### config.mk
export PLATFORM = sky130hd
export DESIGN_NAME = delay_ctrl
export DESIGN_NICKNAME = d
export VERILOG_FILES = /design/src/rtl/delay_ctrl.sv
export SDC_FILE = /design/constraint.sdc
export NUM_CORES = 1
export LEC_CHECK = 0
export ABC_AREA = 0
export CORE_AREA = 2 2 113 115
export DETAILED_ROUTE_END_ITERATION = 7
export DIE_AREA = 0 0 115 117
export GPL_ROUTABILITY_DRIVEN = 0
export GPL_TIMING_DRIVEN = 0
export PLACE_DENSITY_LB_ADDON = 0.15
export SLEW_MARGIN = 10
export SYNTH_ARGS = -nofsm -noshare
export SYNTH_HDL_FRONTEND = slang
export SYNTH_SLANG_ARGS = --single-unit
### constraint.sdc
create_clock -name clk -period 5.8 [get_ports clk]
set_input_delay 1.74 -clock clk [delete_from_list [all_inputs] [get_ports clk]]
set_output_delay 1.74 -clock clk [all_outputs]
set_load 0.02 [all_outputs]
### src/rtl/delay_ctrl.sv
// ---------------------------------------------------------------------------
// delay_ctrl
//
// Parameter sequencer in front of the delay effect block. User targets for
// delay length, feedback and blend are captured on `load` and applied
// without clicks: blend (and feedback, when muting is enabled) ramps down
// to zero, the tap length slews toward its target by at most DLY_STEP per
// sample tick, then blend/feedback ramp back up to their targets.
// Every output step happens only on a clock edge where `tick` is high.
//
// Ports:
//   clk         in   system / audio clock
//   reset_n     in   asynchronous active-low reset
//   tick        in   one-cycle sample strobe (same as delay.valid)
//   load        in   one-cycle strobe, captures the three targets
//   tgt_delay   in   [DLY_B-1:0]   requested delay length
//   tgt_feedbk  in   [FDB_B-1:0]   requested feedback
//   tgt_blend   in   [BLEND_B-1:0] requested blend
//   delay       out  [DLY_B-1:0]   applied delay length
//   feedbk      out  [FDB_B-1:0]   applied feedback
//   blend       out  [BLEND_B-1:0] applied blend
//   busy        out  high whenever the sequencer is not idle
//
// Build option:
//   DELAY_CTRL_FDB_MUTE_EN  defined   : feedback is muted/restored together
//                                       with blend.
//                           undefined : feedback follows its target on the
//                                       next tick and the mute/restore ramps
//                                       depend on blend only.
// ---------------------------------------------------------------------------
module delay_ctrl #(
    parameter int DLY_B    = 13,
    parameter int FDB_B    = 10,
    parameter int BLEND_B  = 4,
    parameter int DLY_STEP = 1,
    parameter int DLY_RST  = 0
) (
    input  logic               clk,
    input  logic               reset_n,
    input  logic               tick,
    input  logic               load,
    input  logic [DLY_B-1:0]   tgt_delay,
    input  logic [FDB_B-1:0]   tgt_feedbk,
    input  logic [BLEND_B-1:0] tgt_blend,
    output logic [DLY_B-1:0]   delay,
    output logic [FDB_B-1:0]   feedbk,
    output logic [BLEND_B-1:0] blend,
    output logic               busy
);

    typedef enum logic [1:0] {
        IDLE    = 2'd0,
        MUTE    = 2'd1,
        SLEW    = 2'd2,
        RESTORE = 2'd3
    } state_t;

    localparam logic [DLY_B-1:0] DLY_RST_V = DLY_B'(DLY_RST);
    localparam logic [DLY_B-1:0] STEP_N    = DLY_B'(DLY_STEP);
    localparam logic [DLY_B:0]   STEP_W    = (DLY_B+1)'(DLY_STEP);

    state_t               state_q, state_d;
    logic [DLY_B-1:0]     delay_q, delay_d;
    logic [FDB_B-1:0]     feedbk_q, feedbk_d;
    logic [BLEND_B-1:0]   blend_q, blend_d;
    logic [DLY_B-1:0]     t_dly_q, t_dly_d;
    logic [FDB_B-1:0]     t_fdb_q, t_fdb_d;
    logic [BLEND_B-1:0]   t_bld_q, t_bld_d;

    // One slew step of the tap length. The difference is taken one bit wider
    // than the operands so the sign is exact; a remaining distance within
    // DLY_STEP lands exactly on the target, so the result never overshoots
    // and never wraps.
    function automatic logic [DLY_B-1:0] slew_step(input logic [DLY_B-1:0] cur,
                                                   input logic [DLY_B-1:0] tgt);
        logic signed [DLY_B:0] diff;
        logic        [DLY_B:0] mag;
        diff = $signed({1'b0, tgt}) - $signed({1'b0, cur});
        mag  = diff[DLY_B] ? $unsigned(-diff) : $unsigned(diff);
        if (mag <= STEP_W) begin
            return tgt;
        end else if (diff[DLY_B]) begin
            return cur - STEP_N;
        end else begin
            return cur + STEP_N;
        end
    endfunction

    // Move blend one unit toward a target; muting is a ramp toward zero.
    function automatic logic [BLEND_B-1:0] bld_toward(input logic [BLEND_B-1:0] cur,
                                                      input logic [BLEND_B-1:0] tgt);
        if (cur < tgt) begin
            return cur + BLEND_B'(1);
        end else if (cur > tgt) begin
            return cur - BLEND_B'(1);
        end else begin
            return cur;
        end
    endfunction

`ifdef DELAY_CTRL_FDB_MUTE_EN
    function automatic logic [FDB_B-1:0] fdb_toward(input logic [FDB_B-1:0] cur,
                                                    input logic [FDB_B-1:0] tgt);
        if (cur < tgt) begin
            return cur + FDB_B'(1);
        end else if (cur > tgt) begin
            return cur - FDB_B'(1);
        end else begin
            return cur;
        end
    endfunction
`endif

    always_comb begin
        state_d  = state_q;
        delay_d  = delay_q;
        feedbk_d = feedbk_q;
        blend_d  = blend_q;
        t_dly_d  = t_dly_q;
        t_fdb_d  = t_fdb_q;
        t_bld_d  = t_bld_q;

        if (load) begin
            // A load edge only captures and re-evaluates; no output step is
            // taken even if tick is also high.
            t_dly_d = tgt_delay;
            t_fdb_d = tgt_feedbk;
            t_bld_d = tgt_blend;
            case (state_q)
                IDLE, RESTORE: state_d = (tgt_delay != delay_q) ? MUTE : RESTORE;
                default:       state_d = state_q;
            endcase
        end else begin
            case (state_q)
                MUTE: begin
                    if (tick) begin
                        blend_d = bld_toward(blend_q, '0);
`ifdef DELAY_CTRL_FDB_MUTE_EN
                        feedbk_d = fdb_toward(feedbk_q, '0);
`endif
                    end
                    // Completion is judged on the post-step values so the
                    // final decrement and the state change share one edge.
`ifdef DELAY_CTRL_FDB_MUTE_EN
                    if ((blend_d == '0) && (feedbk_d == '0)) begin
`else
                    if (blend_d == '0) begin
`endif
                        state_d = SLEW;
                    end
                end
                SLEW: begin
                    if (tick) begin
                        delay_d = slew_step(delay_q, t_dly_q);
                    end
                    if (delay_d == t_dly_q) begin
                        state_d = RESTORE;
                    end
                end
                RESTORE: begin
                    if (tick) begin
                        blend_d = bld_toward(blend_q, t_bld_q);
`ifdef DELAY_CTRL_FDB_MUTE_EN
                        feedbk_d = fdb_toward(feedbk_q, t_fdb_q);
`endif
                    end
`ifdef DELAY_CTRL_FDB_MUTE_EN
                    if ((blend_d == t_bld_q) && (feedbk_d == t_fdb_q)) begin
`else
                    if (blend_d == t_bld_q) begin
`endif
                        state_d = IDLE;
                    end
                end
                default: state_d = state_q;
            endcase
`ifndef DELAY_CTRL_FDB_MUTE_EN
            // Feedback is not ramped: it jumps to the captured target on the
            // first tick after capture, whatever the sequencer is doing.
            if (tick) begin
                feedbk_d = t_fdb_q;
            end
`endif
        end
    end

    always_ff @(posedge clk or negedge reset_n) begin
        if (!reset_n) begin
            state_q  <= IDLE;
            delay_q  <= DLY_RST_V;
            feedbk_q <= '0;
            blend_q  <= '0;
            t_dly_q  <= DLY_RST_V;
            t_fdb_q  <= '0;
            t_bld_q  <= '0;
        end else begin
            state_q  <= state_d;
            delay_q  <= delay_d;
            feedbk_q <= feedbk_d;
            blend_q  <= blend_d;
            t_dly_q  <= t_dly_d;
            t_fdb_q  <= t_fdb_d;
            t_bld_q  <= t_bld_d;
        end
    end

    assign delay  = delay_q;
    assign feedbk = feedbk_q;
    assign blend  = blend_q;
    assign busy   = (state_q != IDLE);

endmodule
==> results of run 1 <==
## routing by layer
metal,share of wire (%),routed length (um),global-route usage (%)
met3,6.8,993,5.20
met5,0,0,0
met1,45,6500,30.0
met4,1.7,243,5.30
met2,47,6850,36.5
## how the worst max path moves through the flow
stage                          start                      to  cells past startpoint
4_1_cts         delay[1]$_DFFE_PN0P_  state_q[0]$_DFFE_PN0P_                     19
2_1_floorplan  delay[10]$_DFFE_PN0P_  state_q[0]$_DFFE_PN0P_                     20
3_5_place_dp    delay[1]$_DFFE_PN0P_  state_q[0]$_DFFE_PN0P_                     20
3_3_place_gp    delay[1]$_DFFE_PN0P_  state_q[0]$_DFFE_PN0P_                     20
5_1_grt         delay[1]$_DFFE_PN0P_  state_q[0]$_DFFE_PN0P_                     19
6_report       delay[10]$_DFFE_PN0P_  state_q[0]$_DFFE_PN0P_                     19
## final cells by class
| cell class | count | share of cell area [%] |
|---|---|---|
| inverters | 35 | 2.09 |
| clock buffers | 5 | 1.99 |
| multi-input cells | 500 | 58.8 |
| clock inverters | 3 | 0.438 |
| repair buffers | 57 | 9.03 |
| plain buffers | 29 | 2.41 |
| well taps | 150 | 2.98 |
| flip-flops and latches | 56 | 22.3 |
## worst max-delay path, cell delays in order, from the launching register on
cell	delay, ps
sky130_fd_sc_hd__dfrtp_1	530
sky130_fd_sc_hd__inv_1	80
sky130_fd_sc_hd__ha_1	400
sky130_fd_sc_hd__a21o_1	250
sky130_fd_sc_hd__a21oi_1	230
sky130_fd_sc_hd__o211ai_1	130
sky130_fd_sc_hd__o211ai_1	230
sky130_fd_sc_hd__and2_4	350
sky130_fd_sc_hd__inv_1	140
sky130_fd_sc_hd__fa_1	470
sky130_fd_sc_hd__nand2b_1	200
sky130_fd_sc_hd__a21oi_1	390
sky130_fd_sc_hd__nor3_1	120
sky130_fd_sc_hd__a311oi_1	300
sky130_fd_sc_hd__nand4_1	140
sky130_fd_sc_hd__a2111oi_0	480
sky130_fd_sc_hd__a41oi_1	230
sky130_fd_sc_hd__nor3_2	330
sky130_fd_sc_hd__nor4_1	90
sky130_fd_sc_hd__a211oi_1	230
## kinds of logic (layout without fill, tap and decap cells)
kind of cell    count (synthesis)  after routing
mux                            51             51
fa+ha+maj                      38             38
buf+inv                        65            129
flops                          56             56
simple gates                  187            187
xor+xnor                       58             58
compound gates                166            166
## cell usage in the layout (no fill, tap or decap), drive strengths merged, types with 5 or more instances in the layout
cell type and n:
a31oi 7, nand2b 6, a211o 5, nor2b 5
ha 36, a2111oi 5, xnor2 27, mux2 37
dfrtp 56, nor2 53, a21oi 42, nor4 12
mux2i 14, nand4 8, and3 8, nand2 44
o211ai 9, nor3 14, xor2 28, clkbuf 26
clkdlybuf4s50 56, o21ai 34, buf 9, a211oi 11
inv 35, nand3 12, a21o 11, and2 5
## sequential cells by signal (all words and copies together), names as in the netlist
register,cells
t_fdb_q,10
t_dly_q,13
feedbk,10
delay,13
state_q,2
t_bld_q,4
blend,4
## timing repair
| action | CTS | global route |
|---|---|---|
| gates resized for setup | 1 | 2 |
| endpoints found under the setup margin | 2 | 2 |
| pin swaps | 0 | 0 |
## where the power goes
group          total [mW]  switching (mW)  internal [mW]
clock network       0.330           0.165          0.165
logic                3.11            1.77           1.34
registers           0.650           0.164          0.486
total                4.09            2.10           1.99
==> impl_metrics.csv, run 1 <==
group,metric,value,unit
outcome,status,"complete, no violations",
layout,layout_cells_sized_above_1,10.4,%
logic_synthesis,netlist_area,5380,um2
clock_network,post-cts-setup-buffers,0,
floorplan,design.portCount,59,
logic_synthesis,synth-edff-count,0,
critical_path,r2r-end,"state_q[0]$_DFFE_PN0P_",
timing,timing.slew.headroom,48.1,%
timing,hold_slack,505,ps
clock_network,post_cts_hold_buffer_count,0,
logic_synthesis,synthTopCellsByArea,"sky130_fd_sc_hd__dfrtp_1, sky130_fd_sc_hd__ha_1, sky130_fd_sc_hd__mux2_2",
detailed_routing,remaining_drc_errors,0,
timing,layout_worst_path_cycle_share,93.4,%
timing,clock-skew-final,18.9,ps
layout,instances_no_fill,835,
min_path,hold_path_class,"reg -> reg",
logic_synthesis,mux_cell_area_share_after_synthesis,10.6,%
floorplan,die_span_in_y,117,um
power_and_ir_drop,finalPower,4.09,mW
logic_synthesis,synth.avg_cell_area,8.66,um2
layout,fillers,1171,
timing,tightest_slew,768,ps
floorplan,rows,41,
power_and_ir_drop,peakVddDrop,0.270,mV
logic_synthesis,netlist_instances,621,
placed_design,placement.io_buffers,57,
detailed_routing,wire_per_inst,17.5,um
logic_synthesis,post_synth_fa_ha_maj_area_fraction,9.12,%
floorplan,placeableCoreArea,12300,um2
critical_path,ff2ff_setup_slack,390,ps
logic_synthesis,post_synth_most_frequent_cells,"sky130_fd_sc_hd__dfrtp_1, sky130_fd_sc_hd__nor2_1, sky130_fd_sc_hd__nand2_1",
clock_network,cts_tree,"yes",
logic_synthesis,synth_cell_types,77,
floorplan,die-area,13500,um2
logic_synthesis,synth_top_family_by_area,"compound AO/OA/AOI/OAI gates",
critical_path,sort_of_element_at_the_end_of_the_critical_path,"flop",
floorplan,chipWidth,115,um
layout,combined_area_of_the_multi_input_logic_cells,3700,um2
placed_design,postPlaceCellArea,6130,um2
timing,final_max_slew_viol_count,0,
detailed_routing,routed_via_density,5.90,
power_and_ir_drop,leakage,2.70,nW
logic_synthesis,yosysMostFrequentCell,"sky130_fd_sc_hd__dfrtp_1",
layout,area_growth_syn_to_layout,17.0,%
detailed_routing,drt-pass1-iter-count,5,
min_path,min_from,"t_fdb_q[1]$_DFFE_PN0P_",
layout,nNetsFinal,753,
global_route,global_route.overflow_total,0,
clock_network,clkTransAtPathRegs,90,ps
global_route,grt_use_total,22.3,%
clock_network,clkSinkCount,56,
detailed_routing,finalWirelength,14600,um
logic_synthesis,yosysWarnings,0,
logic_synthesis,post_synth_and_or_nand_nor_area_fraction,17.4,%
timing,fin_setup_tns,0,ps
logic_synthesis,synth-compound-area-share,21.3,%
critical_path,worst-r2r-cell-count,19,
logic_synthesis,netlist.top_cell.by_area,"sky130_fd_sc_hd__dfrtp_1",
clock_network,root_buffer,"sky130_fd_sc_hd__clkbuf_16",
logic_synthesis,flip_flop_and_latch_count_after_synthesis,56,
timing,timing_hold_violations_final,0,
detailed_routing,drt_iter0_markers,301,
min_path,hold_depth,1,
layout,final-seq-area,1400,um2
min_path,min_to,"feedbk[1]$_DFFE_PN0P_",
layout,postLayoutCellArea,6290,um2
critical_path,setup.worst_path.start_class,"flop",
clock_network,ctsLongestPathBuffers,2,
logic_synthesis,post_synth_xor_area_fraction,10.2,%
timing,finalWorstPathRequiredPeriod,5410,ps
logic_synthesis,synth.top_cell.area_share,26.1,%
global_route,wire_length_of_the_first_global_routing_pass,23800,um
timing,achievable-frequency,0.185,GHz
global_route,first_global_vias,4648,
floorplan,effective_utilization_at_floorplan,43.7,%
clock_network,number_of_buffers_added_by_the_clock_tree_synthesis_step,5,
timing,report.final.setup_viol,0,
detailed_routing,detailroute.via_count,4930,
logic_synthesis,synthArstFlopShare,100,%
detailed_routing,drt.antenna.violating_nets,0,
critical_path,timing.critical_path.required,6010,ps
placed_design,dp.final_hpwl,11100,um
critical_path,path_class,"reg -> reg",
critical_path,maximum_fanout_encountered_on_the_critical_timing_path,19,
critical_path,worst-endpoint-arrival,5630,ps
clock_network,htree_levels,2,
timing,worst_slack,385,ps
placed_design,dp_worst_setup_slack,-285,ps
timing,rsz_0062_raised_after_global_routing,"no",
global_route,number_of_antenna_violations_at_the_first_check_in_global_routing,0,
critical_path,r2r_start,"delay[10]$_DFFE_PN0P_",
run,drv.max_cap_violation_count,0,
layout,antennaDiodeCount,0,
layout,fin_util,51.1,%
logic_synthesis,yosys_most_used_dff,"sky130_fd_sc_hd__dfrtp_1",
clock_network,clk-insertion-delay-late,320,ps
global_route,grt_max_degree,57,
power_and_ir_drop,cellPowerDensity,650,nW/um2
logic_synthesis,synth-seq-area-share,26.1,%
logic_synthesis,synth.net_count,690,
placed_design,post-place-cells,828,
Power figures use the tool's default switching activity.
==> run 2: changes to the inputs <==
Settings changed: ABC_AREA 0 to unset, DONT_BUFFER_PORTS set to 1.
==> run 2 against run 1 <==
Via count shrank 5.2%. Worst setup slack gained 5.9 ps. Utilization shrank 4.5 points. Die area is the same. Total power shrank 4.1%. Largest cell class unchanged. Sequential share of layout area grew 2.2 points. Maximum frequency grew 0.11%. Clock power shrank 4%. Sequential power grew 16%. Critical path depth is the same. Non-clock buffer count shrank 57.
==> impl_metrics.csv, run 2 (synthesis gave the netlist of run 1 again) <==
group,metric,value,unit
outcome,status,"complete, no violations",
critical_path,path_class,"reg -> reg",
placed_design,placement.io_buffers,0,
power_and_ir_drop,leakage,2.48,nW
critical_path,setup.worst_path.start_class,"flop",
timing,timing_hold_violations_final,0,
layout,postLayoutCellArea,5730,um2
critical_path,sort_of_element_at_the_end_of_the_critical_path,"flop",
timing,final_max_slew_viol_count,0,
timing,report.final.setup_viol,0,
floorplan,placeableCoreArea,12300,um2
clock_network,clk-insertion-delay-late,300,ps
placed_design,postPlaceCellArea,5570,um2
power_and_ir_drop,cellPowerDensity,684,nW/um2
critical_path,worst-r2r-cell-count,19,
critical_path,r2r_start,"delay[10]$_DFFE_PN0P_",
detailed_routing,drt-pass1-iter-count,4,
layout,area_growth_syn_to_layout,6.61,%
clock_network,number_of_buffers_added_by_the_clock_tree_synthesis_step,5,
floorplan,chipWidth,115,um
layout,nNetsFinal,696,
detailed_routing,wire_per_inst,18.3,um
floorplan,die_span_in_y,117,um
detailed_routing,detailroute.via_count,4673,
timing,timing.slew.headroom,50.5,%
placed_design,post-place-cells,771,
detailed_routing,drt.antenna.violating_nets,0,
floorplan,rows,41,
global_route,global_route.overflow_total,0,
timing,achievable-frequency,0.185,GHz
floorplan,design.portCount,59,
timing,finalWorstPathRequiredPeriod,5410,ps
detailed_routing,routed_via_density,6.01,
critical_path,maximum_fanout_encountered_on_the_critical_timing_path,19,
min_path,hold_path_class,"reg -> reg",
critical_path,r2r-end,"state_q[0]$_DFFE_PN0P_",
critical_path,worst-endpoint-arrival,5610,ps
global_route,first_global_vias,4408,
global_route,number_of_antenna_violations_at_the_first_check_in_global_routing,0,
clock_network,post_cts_hold_buffer_count,0,
global_route,grt_use_total,21.5,%
layout,most-common-layout-cells,"sky130_fd_sc_hd__nor2_1, sky130_fd_sc_hd__dfrtp_1, sky130_fd_sc_hd__nand2_1, sky130_fd_sc_hd__a21oi_1, sky130_fd_sc_hd__mux2_2",
layout,instances_no_fill,778,
clock_network,clkTransAtPathRegs,80,ps
detailed_routing,remaining_drc_errors,0,
clock_network,htree_levels,2,
min_path,hold_depth,1,
global_route,wire_length_of_the_first_global_routing_pass,23000,um
placed_design,dp.final_hpwl,11000,um
critical_path,timing.critical_path.required,6000,ps
timing,clock-skew-final,8.71,ps
clock_network,clkSinkCount,56,
timing,rsz_0062_raised_after_global_routing,"no",
clock_network,post-cts-setup-buffers,0,
timing,tightest_slew,742,ps
power_and_ir_drop,peakVddDrop,0.203,mV
clock_network,cts_tree,"yes",
power_and_ir_drop,finalPower,3.92,mW
critical_path,ff2ff_setup_slack,390,ps
run,drv.max_cap_violation_count,0,
layout,layout_cells_sized_above_1,11.9,%
layout,fillers,1213,
layout,fin_util,46.6,%
clock_network,cts_repair_resize_count,3,
floorplan,die-area,13500,um2
floorplan,effective_utilization_at_floorplan,43.7,%
critical_path,crit_path_start,"delay[10]$_DFFE_PN0P_",
detailed_routing,drt_iter0_markers,323,
timing,layout_worst_path_cycle_share,93.3,%
clock_network,ctsLongestPathBuffers,2,
critical_path,worstSetupEndpoint,"state_q[0]$_DFFE_PN0P_",
clock_network,root_buffer,"sky130_fd_sc_hd__clkbuf_16",
detailed_routing,finalWirelength,14300,um
global_route,grt_max_degree,57,
layout,antennaDiodeCount,0,
## run 2: final cells by class
| type | instances | area (um2) | area share (%) |
|---|---|---|---|
| plain buffers | 29 | 151 | 2.64 |
| multi-input cells | 500 | 3710 | 64.7 |
| clock buffers | 5 | 125 | 2.18 |
| clock inverters | 3 | 22.5 | 0.393 |
| well taps | 150 | 188 | 3.27 |
| inverters | 35 | 131 | 2.29 |
| flip-flops and latches | 56 | 1410 | 24.5 |
## run 2: through the flow
stage	setup WS, ps	hold slack (ps)	TNS (ps)
floorplan	983	475	0
global placement	-573	484	-1080
detailed placement	-526	491	-1050
CTS	118	508	0
global route	0.191	532	0
finish	391	505	0
## run 2: how the worst min path moves through the flow
stage / start / endpoint / slack (ps)
after floorplan: t_fdb_q[0]$_DFFE_PN0P_ / t_fdb_q[0]$_DFFE_PN0P_ / 470
after global routing: t_fdb_q[4]$_DFFE_PN0P_ / t_fdb_q[4]$_DFFE_PN0P_ / 530
after CTS: t_fdb_q[8]$_DFFE_PN0P_ / t_fdb_q[8]$_DFFE_PN0P_ / 510
final: t_fdb_q[8]$_DFFE_PN0P_ / t_fdb_q[8]$_DFFE_PN0P_ / 510
after global placement: t_fdb_q[4]$_DFFE_PN0P_ / feedbk[4]$_DFFE_PN0P_ / 480
after detailed placement: t_fdb_q[8]$_DFFE_PN0P_ / t_fdb_q[8]$_DFFE_PN0P_ / 490
## run 2: power by group
| part | leakage (nW) | internal, mW | switching (mW) | total [mW] |
|---|---|---|---|---|
| clock | 0.0742 | 0.162 | 0.155 | 0.318 |
| sequential | 0.663 | 0.486 | 0.265 | 0.751 |
| combinational | 1.74 | 1.22 | 1.63 | 2.85 |
| total | 2.48 | 1.87 | 2.05 | 3.92 |
## run 2: layer usage
| metal | track usage, % | vias to the layer above | share of wire, % |
|---|---|---|---|
| met3 | 3.81 | 20 | 5.6 |
| li1 | - | 2284 | - |
| met1 | 30.1 | 2240 | 46 |
| met4 | 5.94 | 0 | 2.1 |
| met5 | 0 | - | 0 |
| met2 | 34.5 | 129 | 46 |
## run 2: worst max-delay path: stages (launching register included)
cell and delay, ps:
sky130_fd_sc_hd__dfrtp_2 520, sky130_fd_sc_hd__inv_1 70, sky130_fd_sc_hd__ha_1 400, sky130_fd_sc_hd__a21o_1 250
sky130_fd_sc_hd__a21oi_1 220, sky130_fd_sc_hd__o211ai_1 120, sky130_fd_sc_hd__o211ai_1 250, sky130_fd_sc_hd__and2_4 360
sky130_fd_sc_hd__inv_1 150, sky130_fd_sc_hd__fa_1 460, sky130_fd_sc_hd__nand2b_1 210, sky130_fd_sc_hd__a21oi_2 310
sky130_fd_sc_hd__nor3_1 100, sky130_fd_sc_hd__a311oi_1 290, sky130_fd_sc_hd__nand4_1 150, sky130_fd_sc_hd__a2111oi_1 500
sky130_fd_sc_hd__a41oi_1 190, sky130_fd_sc_hd__nor3_1 370, sky130_fd_sc_hd__nor4_1 90, sky130_fd_sc_hd__a211oi_1 280
==> RTL change 1, RTL diff (config.mk and constraints of run 1) <==
Change the parameter `BLEND_B` from 4 to 5.
--- a/src/rtl/delay_ctrl.sv
+++ b/src/rtl/delay_ctrl.sv
@@ -31,7 +31,7 @@
 module delay_ctrl #(
     parameter int DLY_B    = 13,
     parameter int FDB_B    = 10,
-    parameter int BLEND_B  = 4,
+    parameter int BLEND_B  = 5,
     parameter int DLY_STEP = 1,
     parameter int DLY_RST  = 0
 ) (
Ports: changed (resized blend and tgt_blend); port bits go from 59 to 61. No check against the original RTL was run, so the function may have changed too.
==> RTL change 1 against run 1 <==
Area after synthesis is 3.8% lower. Critical path type unchanged. Sequential cell count up 2. Routed wire length is 7.9% lower. Setup slack got worse by 0.013 ns. Total power increased by 0.36%. Design area decreased by 0.22%. Core utilization decreased by 0.11 points. Sequential power rose by 6.3%.
==> RTL change 1: results (changes against run 1) <==
Setup path
  • Crit path launch: delay[2]$_DFFE_PN0P_ (was delay[10]$_DFFE_PN0P_)
  • Worst Path Max Fanout: 15 (was 19)
  • CP Data Arrival Time: 5.64 ns (was 5.63 ns)
  • Critical path destination: state_q[1]$_DFFE_PN0P_ (was state_q[0]$_DFFE_PN0P_)

Logic synthesis
  • Post-synthesis compound-gate area fraction: 0.202 (was 0.213)
  • Netlist cell types: 68 (was 77)
  • Post-Syn Area per Cell: 9.08 um^2 (was 8.66 um^2)
  • Commonest cells post-synth: dfrtp_1 (58), nand2_1 (39), ha_1 (37), mux2_2 (37) (was dfrtp_1 (56), nor2_1 (53), nand2_1 (44), a21oi_1 (41), mux2_2 (37))
  • Sequential fraction of the synthesis area: 0.280 (was 0.261)
  • Synth Area in XOR/XNOR: 0.118 (was 0.102)
  • Syn Nets: 641 (was 690)
  • Area contributors post-synth: dfrtp_1 (28%), ha_1 (8.9%), mux2_2 (8.1%) (was dfrtp_1 (26%), ha_1 (8.4%), mux2_2 (7.7%))
  • Post-synthesis mux area share: 0.108 (was 0.106)
  • Post-Synth Adder-Cell Area: 0.0972 (was 0.0912)

Drt
  • WL met1: 6060 um (was 6500 um)
  • Drt wl/cell: 16.9 um (was 17.5 um)
  • DR iter-0 viols: 324 (was 301)
  • Via count: 4567 (was 4930)
  • Metal3 WL: 511 um (was 993 um)
  • Final wirelength: 13400 um (was 14600 um)
  • Met2 WL: 6690 um (was 6850 um)

Final layout
  • Layout fillers: 1174 (was 1171)
  • Fin util: 0.510 (was 0.511)
  • Fraction of layout cells with a size suffix above 1: 0.110 (was 0.104)
  • Nets: 711 (was 753)

Clocking
  • Clock Pin Slew Worst Setup and Hold Paths: 0.05 ns (was 0.09 ns)
  • H-tree Lvls: 3 (was 2)
  • Post-CTS Resized: 2 (was 1)
  • CTS Buf Count: 9 (was 5)

Place
  • Placed Cells: 780 (was 828)
  • Cell Area, Placed: 5960 um^2 (was 6130 um^2)
  • Pre-CTS WS: -0.585 ns (was -0.285 ns)
  • Post-DP HPWL: 10500 um (was 11100 um)
  • IO Port Bufs: 60 (was 57)

Global route
  • First-pass GRT wire length: 22400 um (was 23800 um)
  • GR Util met2: 0.366 (was 0.365)
  • Largest net degree at the start of global routing: 59 (was 57)
  • Overall routing resource usage: 0.209 (was 0.223)
  • Grt met3 use: 0.0391 (was 0.0520)
  • Met1 usage: 0.262 (was 0.300)

Hold path
  • Hold Startpoint: feedbk[6]$_DFFE_PN0P_ (was t_fdb_q[1]$_DFFE_PN0P_)
  • WHS Endpoint: feedbk[6]$_DFFE_PN0P_ (was feedbk[1]$_DFFE_PN0P_)

STA
  • Worst Skew: 0.00821 ns (was 0.0189 ns)
  • Hold WS: 0.501 ns (was 0.505 ns)
  • Slew HR: 0.383 (was 0.481)
  • Highest achievable clock rate: 0.184 GHz (was 0.185 GHz)

Run status
  • Outcome: completed (unchanged)

Power
  • Leakage: 2.67 nW (was 2.70 nW)
  • Max VDD drop: 244 uV (was 270 uV)
[RTL change 1: cell count changes in the layout (fill, tap and decap cells not counted), moves of 5 or more]
cell / run 1 / this run
nor2_1: 53 / 28
nand3_1: 12 / 6
nand2_1: 44 / 39
nor2b_1: 5 / 11
xor2_1: 28 / 36
a21o_1: 11 / 6
o21ai_0: 26 / 35
o21a_1: 4 / 11
a21oi_1: 41 / 26
clkbuf_1: 21 / 10
o21ai_1: 8 / 3
and3_1: 8 / 1
o211ai_1: 9 / 4
[RTL change 1: final cells by class]
class / count / area share
well taps: 150 / 0.0299
multi-input cells: 458 / 0.562
plain buffers: 17 / 0.0110
flip-flops and latches: 58 / 0.231
clock inverters: 5 / 0.0128
clock buffers: 10 / 0.0365
repair buffers: 60 / 0.0953
inverters: 36 / 0.0215
[RTL change 1: power by group]
part / switching, mW / leakage (nW) / internal [mW]
registers: 0.187 / 0.692 / 0.504
logic: 1.59 / 1.83 / 1.27
clock network: 0.180 / 0.145 / 0.372
total: 1.96 / 2.67 / 2.14
==> RTL change 2, RTL diff (config.mk and constraints of run 1) <==
Without the edit above. Encoding of `state_t`: now one-hot (4 bits for 4 states).
--- a/src/rtl/delay_ctrl.sv
+++ b/src/rtl/delay_ctrl.sv
@@ -48,11 +48,11 @@
     output logic               busy
 );
 
-    typedef enum logic [1:0] {
-        IDLE    = 2'd0,
-        MUTE    = 2'd1,
-        SLEW    = 2'd2,
-        RESTORE = 2'd3
+    typedef enum logic [3:0] {
+        IDLE    = 4'b0001,
+        MUTE    = 4'b0010,
+        SLEW    = 4'b0100,
+        RESTORE = 4'b1000
     } state_t;
 
     localparam logic [DLY_B-1:0] DLY_RST_V = DLY_B'(DLY_RST);
Check against the original RTL: no difference found for any inputs over 4 cycles, from zero or initial values and one cycle with reset_n low; so few cycles prove little.
==> RTL change 2 against run 1 <==
Design area shrank 4.6%. Sequential cell count grew 2. Combinational power shrank 29%. Maximum frequency grew 7.7%. Setup slack gained 0.39 ns. Total power shrank 18%. Area after synthesis shrank 8.8%. Routed wire length shrank 10%. Core utilization shrank 2.4 points. Largest cell class unchanged.
==> RTL change 2: results (changes against run 1) <==
Drt
  • Initial DRT Pass Iterations: 4 (was 5)
  • Vias per std cell: 5.66 (was 5.90)
  • Metal3 WL: 415 um (was 993 um)
  • DR iter-0 viols: 247 (was 301)
  • Met2 WL: 6380 um (was 6850 um)

Global route
  • Vias in the first global route: 4144 (was 4648)
  • Overall routing resource usage: 0.200 (was 0.223)
  • Largest net degree at the start of global routing: 59 (was 57)
  • First-pass GRT wire length: 21000 um (was 23800 um)

STA
  • Hold WS: 0.499 ns (was 0.505 ns)
  • Fin crit period: 5.03 ns (was 5.41 ns)
  • Worst Skew: 0.00892 ns (was 0.0189 ns)
  • Slew HR: 0.428 (was 0.481)

Logic synthesis
  • Syn Nets: 592 (was 690)
  • Area contributors post-synth: dfrtp_1 (29%), ha_1 (7.9%), mux2_2 (7.8%) (was dfrtp_1 (26%), ha_1 (8.4%), mux2_2 (7.7%))
  • Post-synthesis compound-gate area fraction: 0.188 (was 0.213)
  • Post-Syn Area per Cell: 9.29 um^2 (was 8.66 um^2)

Setup path
  • Worst Path Max Fanout: 11 (was 19)
  • Flop-to-flop setup slack: 0.77 ns (was 0.39 ns)
  • Slowest stage delay, CP: 0.56 ns (was 0.53 ns)
  • CP Data Arrival Time: 5.29 ns (was 5.63 ns)

Run status
  • Outcome: completed (unchanged)

Final layout
  • Nets: 665 (was 753)

Place
  • IO Port Bufs: 58 (was 57)
  • Cell Area, Placed: 5670 um^2 (was 6130 um^2)

Power
  • Switching pwr: 1.57 mW (was 2.10 mW)
  • Max VDD drop: 328 uV (was 270 uV)
-- RTL change 2: cell types whose count changed after synthesis, moves of 5 or more --
cell,change
xnor2_1,+5
a21oi_1,-19
o21ai_1,+5
o21ai_0,-9
a211oi_1,-6
clkbuf_1,-10
nor4_1,-5
nor2_1,-30
and3_1,-6
ha_1,-5
-- RTL change 2: layout make-up --
type	instances	area (um^2)
Fill cell	1210	6310
Inverter	30	113
Clock inverter	6	50.0
Sequential cell	58	1450
Multi-Input combinational cell	425	3260
Clock buffer	10	239
Timing Repair Buffer	62	621
Tap cell	150	188
Buffer	15	76.3
-- RTL change 2: power by group through the flow --
stage	Combinational, mW	Sequential [mW]	Clock, mW
floorplan	1.56	0.685	0
global placement	2.09	0.665	0
detailed placement	2.13	0.669	0
CTS	2.15	0.662	0.511
global route	2.45	0.678	0.531
finish	2.20	0.663	0.499
-- RTL change 2: per-layer routing --
layer,up-vias,global-route usage
met5,-,0
met4,0,0.0506
met3,18,0.0386
met2,75,0.330
met1,2098,0.271
li1,2087,-
